===== src/rtl/mem_pkg.sv =====
// rtl/mem_pkg.sv - shared types and helpers for the data-memory load/store port
package mem_pkg;

    localparam int MEM_DATA_WIDTH = 32;

    typedef enum logic [1:0] {
        MEM_BYTE = 2'b00,
        MEM_HALF = 2'b01,
        MEM_WORD = 2'b10
    } mem_size_e;

    typedef enum logic [2:0] {
        ST_IDLE,
        ST_RD,
        ST_DATA,
        ST_WR,
        ST_RESP
    } mem_state_e;

    // Size 2'b11 has no legal encoding, so it always faults.
    function automatic logic mem_misaligned(input logic [1:0] size, input logic [1:0] addr_lo);
        logic fault;
        case (size)
            MEM_BYTE: fault = 1'b0;
            MEM_HALF: fault = addr_lo[0];
            MEM_WORD: fault = |addr_lo;
            default:  fault = 1'b1;
        endcase
        return fault;
    endfunction

endpackage


===== src/rtl/mem_lane_align.sv =====
// rtl/mem_lane_align.sv - little-endian lane extract/extend for loads and lane merge for sub-word stores
module mem_lane_align
    import mem_pkg::*;
(
    input  logic [1:0]                size_i,
    input  logic [1:0]                addr_lo_i,
    input  logic                      unsigned_i,
    input  logic [MEM_DATA_WIDTH-1:0] word_i,
    input  logic [15:0]               wdata_i,
    output logic [MEM_DATA_WIDTH-1:0] load_o,
    output logic [MEM_DATA_WIDTH-1:0] store_o
);

    logic [4:0]  byte_lsb;
    logic [7:0]  byte_sel;
    logic [15:0] half_sel;
    logic        sign_bit;

    assign byte_lsb = {addr_lo_i, 3'b000};
    assign byte_sel = word_i[byte_lsb +: 8];
    assign half_sel = addr_lo_i[1] ? word_i[31:16] : word_i[15:0];

    always_comb begin
        load_o   = word_i;
        sign_bit = 1'b0;
        case (size_i)
            MEM_BYTE: begin
                sign_bit = byte_sel[7] & ~unsigned_i;
                load_o   = {{24{sign_bit}}, byte_sel};
            end
            MEM_HALF: begin
                sign_bit = half_sel[15] & ~unsigned_i;
                load_o   = {{16{sign_bit}}, half_sel};
            end
            default: load_o = word_i;
        endcase
    end

    // Word stores bypass the merge, so only byte and half lanes are replaced here.
    always_comb begin
        store_o = word_i;
        case (size_i)
            MEM_BYTE: store_o[byte_lsb +: 8] = wdata_i[7:0];
            MEM_HALF: begin
                if (addr_lo_i[1]) begin
                    store_o[31:16] = wdata_i;
                end else begin
                    store_o[15:0] = wdata_i;
                end
            end
            default: store_o = word_i;
        endcase
    end

endmodule


===== src/rtl/mem_port_ctrl.sv =====
// rtl/mem_port_ctrl.sv - load/store controller for a word-wide single-port RAM with registered read
module mem_port_ctrl
    import mem_pkg::*;
#(
    parameter int ADDR_WIDTH = 8
) (
    input  logic                      clk,
    input  logic                      rst,
    input  logic                      req_valid,
    output logic                      req_ready,
    input  logic                      req_write,
    input  logic [1:0]                req_size,
    input  logic                      req_unsigned,
    input  logic [31:0]               req_addr,
    input  logic [MEM_DATA_WIDTH-1:0] req_wdata,
    output logic                      resp_valid,
    output logic [MEM_DATA_WIDTH-1:0] resp_rdata,
    output logic                      resp_misaligned,
    output logic [ADDR_WIDTH-1:0]     ram_address,
    output logic [MEM_DATA_WIDTH-1:0] ram_data,
    output logic                      ram_we,
    input  logic [MEM_DATA_WIDTH-1:0] ram_q
);

    mem_state_e                state_q, state_d;
    logic                      write_q, write_d;
    logic [1:0]                size_q, size_d;
    logic                      unsigned_q, unsigned_d;
    logic [ADDR_WIDTH+1:0]     addr_q, addr_d;
    logic [MEM_DATA_WIDTH-1:0] wdata_q, wdata_d;
    logic [MEM_DATA_WIDTH-1:0] rdata_q, rdata_d;
    logic                      mis_q, mis_d;

    logic                      accept;
    logic                      fault;
    logic [MEM_DATA_WIDTH-1:0] load_data;
    logic [MEM_DATA_WIDTH-1:0] store_data;
    logic                      unused_addr_hi;

    // Bytes above the RAM's reach are dropped, so addresses wrap.
    assign unused_addr_hi = ^req_addr[31:ADDR_WIDTH+2];

    assign req_ready       = (state_q == ST_IDLE) && !rst;
    assign accept          = req_valid && req_ready;
    assign fault           = mem_misaligned(req_size, req_addr[1:0]);
    assign ram_address     = addr_q[ADDR_WIDTH+1:2];
    assign resp_rdata      = rdata_q;
    assign resp_misaligned = mis_q;

    mem_lane_align u_lane_align (
        .size_i     (size_q),
        .addr_lo_i  (addr_q[1:0]),
        .unsigned_i (unsigned_q),
        .word_i     (ram_q),
        .wdata_i    (wdata_q[15:0]),
        .load_o     (load_data),
        .store_o    (store_data)
    );

    always_ff @(posedge clk or posedge rst) begin
        if (rst) begin
            state_q    <= ST_IDLE;
            write_q    <= 1'b0;
            size_q     <= 2'b00;
            unsigned_q <= 1'b0;
            addr_q     <= '0;
            wdata_q    <= '0;
            rdata_q    <= '0;
            mis_q      <= 1'b0;
        end else begin
            state_q    <= state_d;
            write_q    <= write_d;
            size_q     <= size_d;
            unsigned_q <= unsigned_d;
            addr_q     <= addr_d;
            wdata_q    <= wdata_d;
            rdata_q    <= rdata_d;
            mis_q      <= mis_d;
        end
    end

    // ram_we is a pure state decode so an async reset withdraws it before the next edge.
    always_comb begin
        state_d    = state_q;
        write_d    = write_q;
        size_d     = size_q;
        unsigned_d = unsigned_q;
        addr_d     = addr_q;
        wdata_d    = wdata_q;
        rdata_d    = rdata_q;
        mis_d      = mis_q;
        ram_we     = 1'b0;
        ram_data   = '0;
        resp_valid = 1'b0;

        case (state_q)
            ST_IDLE: begin
                if (accept) begin
                    write_d    = req_write;
                    size_d     = req_size;
                    unsigned_d = req_unsigned;
                    addr_d     = req_addr[ADDR_WIDTH+1:0];
                    wdata_d    = req_wdata;
                    rdata_d    = '0;
                    mis_d      = fault;
                    if (fault) begin
                        state_d = ST_RESP;
                    end else if (req_write && (req_size == MEM_WORD)) begin
                        state_d = ST_WR;
                    end else begin
                        state_d = ST_RD;
                    end
                end
            end
            ST_RD: begin
                state_d = ST_DATA;
            end
            ST_DATA: begin
                if (write_q) begin
                    ram_we   = 1'b1;
                    ram_data = store_data;
                end else begin
                    rdata_d = load_data;
                end
                state_d = ST_RESP;
            end
            ST_WR: begin
                ram_we   = 1'b1;
                ram_data = wdata_q;
                state_d  = ST_RESP;
            end
            ST_RESP: begin
                resp_valid = 1'b1;
                state_d    = ST_IDLE;
            end
            default: begin
                state_d = ST_IDLE;
            end
        endcase
    end

endmodule


===== config.mk =====
export PLATFORM = sky130hd
export DESIGN_NAME = mem_port_ctrl
export DESIGN_NICKNAME = d
export VERILOG_FILES = /design/src/rtl/mem_pkg.sv /design/src/rtl/mem_lane_align.sv /design/src/rtl/mem_port_ctrl.sv
export SDC_FILE = /design/constraint.sdc
export NUM_CORES = 1
export LEC_CHECK = 0
export ABC_CLOCK_PERIOD_IN_PS = 4050
export CORE_MARGIN = 1
export CORE_UTILIZATION = 45
export DETAILED_ROUTE_END_ITERATION = 10
export PLACE_DENSITY = 0.8
export SYNTH_ARGS = -nofsm -noshare
export SYNTH_HDL_FRONTEND = slang
export SYNTH_SLANG_ARGS = --single-unit

===== constraint.sdc =====
create_clock -name clk -period 4.05 [get_ports clk]
set_clock_uncertainty 0.15 [all_clocks]
set_input_delay 0.6075 -clock clk [delete_from_list [all_inputs] [get_ports clk]]
set_output_delay 0.6075 -clock clk [all_outputs]
set_load 0.02 [all_outputs]

---- Yosys cells after proc, flatten, opt, wreduce, memory -nomap -nowiden ----
Cells that the tools add are included.
storage, ports and cells
  bits of input ports ..................... 103
  output and inout bits ................... 76
  bits in registers ....................... 82
  word-level logic and storage cells ...... 55
cells by class
  eq/ne operators ......................... 9
  bitwise logic cells ..................... 3
  reductions and logical operators ........ 12
  muxes and demuxes ....................... 19
  $add $sub $neg .......................... 1
  shift operators ......................... 3
operators by type and width
  cell                      count
  $pmux W32 S2              4
  $mux W32                  3
  $mux W16                  3
  $bwmux W32                1
  $shift A8 B7 Y32 const A  1
  $shiftx A32 B6 Y8         1
  $shiftx A8 B7 Y32         1
  $pmux W3 S3               1
  $neg A5 Y7                1
  $eq A3 B2 Y1 const B      2
  $mux W3                   2
  $eq A2 B1 Y1 const B      2
  $logic_not A2 Y1          2
  $ne A2 B2 Y1 const B      2
  $reduce_or A2 Y1          2
  $eq A3 B1 Y1 const B      1
  $eq A3 B3 Y1 const B      1
  $logic_and A1 B1 Y1       3
  $logic_not A3 Y1          1
  $pmux W1 S3               1
  $reduce_and A3 Y1         1
  $and A1 B1 Y1             2
  $eq A2 B2 Y1 const B      1
  $mux W1                   2
  other kinds (6)           6

---- Longest topological paths before layout ----
Gate-level depths: netlist (run 1).
  depth in word-level cells ............... 6
  gate-level depth with buffers ........... 9
  mapped depth without buffers ............ 6

---- Hierarchy ----
A second synthesis (run 1) with hierarchy kept.
unflattened totals
  cells, all modules ...................... 637
  area total of the unflattened synthesis .. 5,631.7 sq um
by module, submodules not included
  module          times used  cells an instance  area an instance (sq um)  seq. area each (sq um)
  mem_port_ctrl   1           309                3,748.6                   2,052.0
  mem_lane_align  1           328                1,883.1                   0.0

---- Worst setup path after synthesis (run 1) ----
Ideal clock, no wire load.
  path kind ............................... register to output
  start ................................... register addr_q[0]
  end ..................................... output ram_data[7]
  path slack .............................. 1.089 ns
  cell stages (with the launch flop) ...... 9
  required time ........................... 3.293 ns
  buffers on the path ..................... 3
  arrival time ............................ 2.204 ns
  cells stage by stage .................... dfrtp_1 buf_2 buf_4 inv_1 ha_1 or4_1 buf_2 o31ai_2 a21o_1
between the ends
  cells in the longest elaborated chain, start to end .. 6
  elaborated cells on any way between the ends .. 7
  those cells by class .................... add/sub: 1; shift: 2; mux: 4
ends and longest elaborated chain
  item                                                          RTL line              RTL
  start: declaration                                            mem_port_ctrl.sv:29   logic [ADDR_WIDTH+1:0] addr_q, addr_d;
  start signal: assignment                                      mem_port_ctrl.sv:75   addr_q <= addr_d;
  $neg A5 Y7 *                                                  mem_lane_align.sv:43  MEM_BYTE: store_o[byte_lsb +: 8] = wdata_i[7:0];
  $shiftx A8 B7 Y32 / $shift A8 B7 Y32 (equally long branches)  mem_lane_align.sv:43
  $bwmux W32 *                                                  mem_lane_align.sv:43
  $pmux W32 S2 *                                                mem_lane_align.sv:42  case (size_i)
  $mux W32 *                                                    mem_port_ctrl.sv:119  if (write_q) begin
  $pmux W32 S2 *                                                mem_port_ctrl.sv:96   case (state_q)
  end: declaration                                              mem_port_ctrl.sv:20   output logic [MEM_DATA_WIDTH-1:0] ram_data,
Mark *: on every way between the ends. The rest lies on a longest branch, timed or not.

---- Worst setup path after layout (run 1) ----
  start ................................... register addr_q[1]
  end ..................................... output ram_data[24]
between the ends
  cells in the longest elaborated chain, start to end .. 6
  elaborated cells on any way between the ends .. 8
  those cells by class .................... add/sub: 1; shift: 2; mux: 5
ends and longest elaborated chain
  item                                                          RTL line
  $neg A5 Y7                                                    mem_lane_align.sv:43
  $shiftx A8 B7 Y32 / $shift A8 B7 Y32 (equally long branches)  mem_lane_align.sv:43
  $bwmux W32                                                    mem_lane_align.sv:43
  $pmux W32 S2 *                                                mem_lane_align.sv:42
  $mux W32 *                                                    mem_port_ctrl.sv:119
  $pmux W32 S2 *                                                mem_port_ctrl.sv:96
Marked as above.

==> out/metrics.cfg, run 1 <==
[status]
status = complete, but fails checks
violations = design-rule violations

[yosys]
synth_top_family_by_area = compound AO/OA/AOI/OAI gates
synth.area.mux_share_pct = 15.4
yosysSeqAreaShare_pct = 37.8
synth_edf_count = 0
synth_cell_types = 47
ys_top_cells_by_area = dfrtp_1 38%, mux2_1 8.9%, a21oi_1 4.8%, a221oi_1 3.9%, a22o_1 3.9%
synth_largest_area_cell = dfrtp_1
synth_ff_type = dfrtp_1
yosysMostFrequentCell = dfrtp_1
synth-compound-area-share_pct = 26.1
synthSimpleGateAreaFrac_pct = 12.2
synth_area_um2 = 5430
ys_seq_elements = 82
synth_xor_area_share_pct = 0
yosys_warnings = 0
synthAdderAreaFrac_pct = 1.15
netlist.area_leader.share_pct = 37.8
syn_nets = 664
async_flop_share_pct = 100
avgSynthCellArea_um2 = 9.76
syn_inst = 556
synthTopCellsByCount = 82 x dfrtp_1, 52 x a21oi_1, 46 x nand2_1

[drt]
ant_nets = 0
drtPass1Iterations = 8
post_drt_wl_per_cell_um = 21.9
num_vias = 5185
drcViolationCount = 10
drt_iter0_drc = 451
vias_per_cell = 6.25
wl_um = 18200

[placement]
io_buffers = 156
place_area_um2 = 7000
placed_cells_incl_taps = 814
routabilityCongestion = 0.889
hpwl_um = 12900

[cells_and_area]
final_area_um2 = 7280
instances_no_fill = 830
drive_gt1_share_pct = 8.73
antennaDiodeCount = 0
area_delta_synth_final_pct = 34.2
fin_nets = 790
nFillCells = 964

[worst_setup_path]
path_cells = buf_4 -> ha_1 -> nor4bb_1 -> buf_4 -> a221oi_1 -> a21oi_1 -> a22o_1 -> clkdlybuf4s50_1
path_buf_inv = 3
critPathTopFamily = buffers and inverters
critPathSlowestCell = clkdlybuf4s50_1
reg2reg_slack_ns = 1.34
end_kind = output pin
cp.arrival_ns = 3.03
crit_fanout = 48
crit_type = reg2out
critPathMaxStageDelay_ns = 0.61
cp.required_ns = 3.29
worst_setup_path_start_kind = flip-flop
crit_top_cell = buf_4

[timing]
fin_crit_sh_pct = 93.5
relSlewSlack_pct = 27.6
post-route-min-period_ns = 3.79
fmax_ghz = 0.264
finalHoldViolations = 0
setup_viol = 0
final.setup.tns_ns = 0
grt_setup_unrepaired = no
worst_slew_pin_slew_ns = 1.08
maxSlewViolCount = 0

[die]
fp.dieW_um = 112
start_util_pct = 46.9
io_pins = 179
die_h_um = 112
rows = 39
die_area_um2 = 12500
core_area_um2 = 11600

[min_path]
hold_path_class = reg2reg

[global_routing]
grt_pass1_vias = 5164
grt_use_total_pct = 30.0
grt_pass1_wl_um = 28500
grt_max_degree = 49
antenna_found_initial = 0
met1_usage_pct = 40.3
grt-ovfl-total = 0
busiest_layer = met2
gr-usage-met2_pct = 47.1
met3_usage_pct = 5.50

[clock_network]
ctsRootBufferMaster = clkbuf_16
cts_tree = done
post_cts_resized = 0
cts_buffers = 9
cts_setup_buffers = 0
htreeDepth = 3
cts_sinks = 82
clkLatencyLatePin_ns = 0.35
cts.path.max_buffers = 2
postCtsHoldBufs = 0
clk_pin_slew_ns = 0.06

[pwr]
power.total_mw = 3.41
p_leak_nw = 3.13
pwr_density_cell_nw_per_um2 = 468
ir_drop_mv = 0.283

[run]
maxCapViolCount = 0

==> through the flow <==
step	hold slack [ns]	utilization (%)	setup WS, ns
finish	0.336	63.0	0.261
global route	0.355	63.0	0.0756
CTS	0.337	63.0	0.276
detailed placement	0.324	60.5	0.684
global placement	0.311	60.5	0.698
floorplan	0.315	-	1.09
==> cells by family (layout without fill, tap and decap cells) <==
| group | Yosys count | after routing |
|---|---|---|
| fa+ha+maj | 5 | 5 |
| mux | 64 | 64 |
| flops | 82 | 82 |
| buf+inv | 83 | 214 |
| simple gates | 121 | 121 |
| compound gates | 201 | 201 |
==> state kept, by name, indices dropped and copies added (netlist names) <==
name / flops
resp_rdata: 32
wdata_q: 32
addr_q: 10
state_q: 3
size_q: 2
resp_misaligned: 1
unsigned_q: 1
write_q: 1
==> worst paths after layout <==
check                      cells past startpoint              startpoint                          to
max                                            8   addr_q[1]$_DFFE_PP0P_                ram_data[24]
min                                            1   addr_q[7]$_DFFE_PP0P_       addr_q[7]$_DFFE_PP0P_
max reg2reg                                    4  state_q[1]$_DFFE_PP0P_  resp_rdata[22]$_DFFE_PP0P_
min reg2reg                                    1   addr_q[7]$_DFFE_PP0P_       addr_q[7]$_DFFE_PP0P_
max in group asynchronous                      3                     rst  resp_rdata[16]$_DFFE_PP0P_
min in group asynchronous                      2                     rst      state_q[2]$_DFFE_PP0P_
==> area by class of cell <==
type	count	area, um^2	share of cell area [%]
clock buffers	10	229	3.14
clock inverters	6	57.6	0.790
inverters	26	98.8	1.36
multi-input cells	391	2980	41.0
flip-flops and latches	82	2050	28.2
well taps	143	179	2.46
repair buffers	172	1680	23.1
==> where the power goes <==
group          leakage (nW)  switching [mW]  internal [mW]  total (mW)
Sequential             1.03           0.213           1.00        1.21
Combinational          1.96           0.746          0.642        1.39
Clock                 0.142           0.336          0.473       0.810
Total                  3.13            1.30           2.11        3.41
==> per-layer routing <==
metal,wire (um),share of wire [%]
met5,0,0
met1,7640,42
met4,603,3.3
met2,8430,46
met3,1490,8.2
==> layout by cell type, fill, tap and decap left out, types with 2 or more instances in the layout <==
cell	count
nor4_1	3
ha_1	5
o21ai_0	2
inv_2	2
mux4_2	8
clkdlybuf4s50_1	156
mux2i_1	3
nand2_1	45
clkinv_2	5
inv_1	23
a21o_1	15
a22o_1	24
or2_1	2
nor2b_1	10
clkbuf_16	9
nor3b_1	3
a22oi_1	16
mux2_4	8
o22ai_1	31
nor3_1	10
nor2_1	15
buf_4	16
nor4bb_1	2
a21oi_1	52
a221oi_1	24
mux2_2	2
nand2b_1	22
and2_1	2
o21ai_1	8
mux2_1	43
a211oi_1	7
a32o_1	8
o221ai_1	7
dfrtp_1	82
No activity file was read; power rests on OpenSTA's default activity.
==> inputs of run 2 (changes only) <==
Settings changed: CORE_UTILIZATION 45 to 40, PLACE_DENSITY 0.8 to 0.72, TNS_END_PERCENT from default to 10.
==> out/metrics.cfg, run 2 (synthesis gave the netlist of run 1 again) <==
[timing]
worst_slew_pin_slew_ns = 0.970  ; -0.112 ns
fin_crit_sh_pct = 95.1  ; +1.5 points
final.setup.tns_ns = 0  ; unchanged
finalHoldViolations = 0  ; unchanged
grt_setup_unrepaired = no
relSlewSlack_pct = 35.3  ; +7.8 points
fmax_ghz = 0.260  ; -1.6%
setup_viol = 0  ; unchanged
post-route-min-period_ns = 3.85  ; +0.0608 ns
maxSlewViolCount = 0  ; unchanged

[worst_setup_path]
worst_setup_path_start_kind = flip-flop
reg2reg_slack_ns = 1.68  ; +0.34 ns
cp.required_ns = 3.29  ; about the same
crit_type = reg2out
cp-startpoint = addr_q[1]$_DFFE_PP0P_
end_kind = output pin
crit_fanout = 48  ; unchanged
critPathTopFamily = buffers and inverters
critPathSlowestCell = nand2b_1
cp.arrival_ns = 3.09  ; +0.06 ns
path_cells = buf_4 -> nand2b_1 -> o22ai_1 -> a21oi_1 -> a22o_1 -> clkdlybuf4s50_1
critPathMaxStageDelay_ns = 0.66  ; +0.05 ns
path_buf_inv = 2  ; -1
r2r-start = addr_q[1]$_DFFE_PP0P_

[global_routing]
grt-ovfl-total = 0  ; unchanged
grt_max_degree = 53  ; +8.2%
grt_pass1_wl_um = 28100  ; -1.4%
antenna_found_initial = 0  ; unchanged
grt_pass1_vias = 4997  ; -3.2%
grt_use_total_pct = 26.3  ; -3.7 points

[placement]
io_buffers = 156  ; unchanged
routabilityCongestion = 0.868  ; -2.4%
hpwl_um = 13000  ; +0.96%
placed_cells_incl_taps = 848  ; +4.2%

[cells_and_area]
multi_input_area_um2 = 2980  ; unchanged
seqCellArea_um2 = 2050  ; unchanged
area_delta_synth_final_pct = 35.3
antennaDiodeCount = 0  ; unchanged
final_cell_mix = 156 x clkdlybuf4s50_1, 82 x dfrtp_1, 52 x a21oi_1
drive_gt1_share_pct = 8.87  ; +0.13 points
fin_nets = 791  ; +0.13%
mostFrequentLayoutCell = clkdlybuf4s50_1
instances_no_fill = 864  ; +4.1%
nFillCells = 1199  ; +24%

[drt]
vias_per_cell = 5.95  ; -4.8%
wl_met1_um = 8100  ; +6.1%
drtPass1Iterations = 4  ; -4
top_layer_used = met4
post_drt_wl_per_cell_um = 20.9  ; -4.4%
ant_nets = 0  ; unchanged
drt_iter0_drc = 321  ; -29%
drcViolationCount = 0  ; -10
route.met3.wl_um = 1410  ; -5.6%
wl_met2_um = 8040  ; -4.6%
wl_um = 18100  ; -0.50%
num_vias = 5141  ; -0.85%

[pwr]
p_leak_nw = 3.15  ; +0.42%
pwr_density_cell_nw_per_um2 = 466  ; -0.48%
ir_drop_mv = 0.267  ; -5.4%

[run]
maxCapViolCount = 0  ; unchanged

[min_path]
hold_path_class = reg2reg
hold_start = resp_rdata[5]$_DFFE_PP0P_

[die]
rows = 42  ; +7.7%
io_pins = 179  ; unchanged
die_h_um = 118  ; +6.0%
fp.dieW_um = 118  ; +6.0%
core_area_um2 = 13200  ; +15%
die_area_um2 = 14000  ; +12%
start_util_pct = 41.0  ; -5.9 points

[clock_network]
post_cts_resized = 0  ; unchanged
cts_tree = done
clk_pin_slew_ns = 0.06  ; about the same
cts_setup_buffers = 0  ; unchanged
htreeDepth = 3  ; unchanged
cts_buffers = 9  ; unchanged
cts.path.max_buffers = 2  ; unchanged
clkLatencyLatePin_ns = 0.35  ; about the same
postCtsHoldBufs = 0  ; unchanged
ctsRootBufferMaster = clkbuf_16
cts_sinks = 82  ; unchanged

[status]
status = finished clean

[run 2: worst register-to-register path, cell delays in order (launching register included)]
cell	delay, ns
dfrtp_1	0.36
buf_4	0.47
nand2b_1	0.66
o22ai_1	0.34
a211oi_1	0.11
a21o_1	0.16
[run 2: routing by layer]
metal	track usage, %	up-vias
li1	-	2352
met2	38.8	247
met5	0	-
met1	37.0	2509
met3	6.23	33
met4	10.7	0
[run 2: where the power goes]
group	internal (mW)	total, mW	switching, mW
registers	1.00	1.19	0.193
logic	0.643	1.40	0.757
clock network	0.492	0.829	0.337
[run 2: worst paths after layout]
kind | depth (start not counted) | to
hold reg to reg | 1 | resp_rdata[5]$_DFFE_PP0P_
setup / recovery | 6 | ram_data[24]
min in group asynchronous | 2 | state_q[0]$_DFFE_PP0P_
max in group asynchronous | 3 | resp_rdata[6]$_DFFE_PP0P_
setup reg to reg | 5 | resp_rdata[3]$_DFFE_PP0P_
hold / removal | 1 | resp_rdata[5]$_DFFE_PP0P_
[run 2: cell type report]
class                           count  area share (%)
Clock buffer                       11            3.31
Sequential cell                    82            28.0
Tap cell                          176            3.00
Inverter                           26            1.35
Timing Repair Buffer              173            23.0
Multi-Input combinational cell    391            40.7
Clock inverter                      5           0.733
[run 2: through the flow]
step                      cell area (um^2)  util (%)  hold slack (ns)  total power, mW  worst slack [ns]
after global routing                  7340      55.4            0.337             3.61            0.0173
after CTS                             7340      55.4            0.329             3.43             0.209
after global placement                7040      53.2            0.314             2.56             0.633
after detailed placement              7040      53.2            0.317             2.59             0.602
after floorplan                       5430         -            0.315             2.08              1.09
final                                 7340      55.4            0.324             3.42             0.200
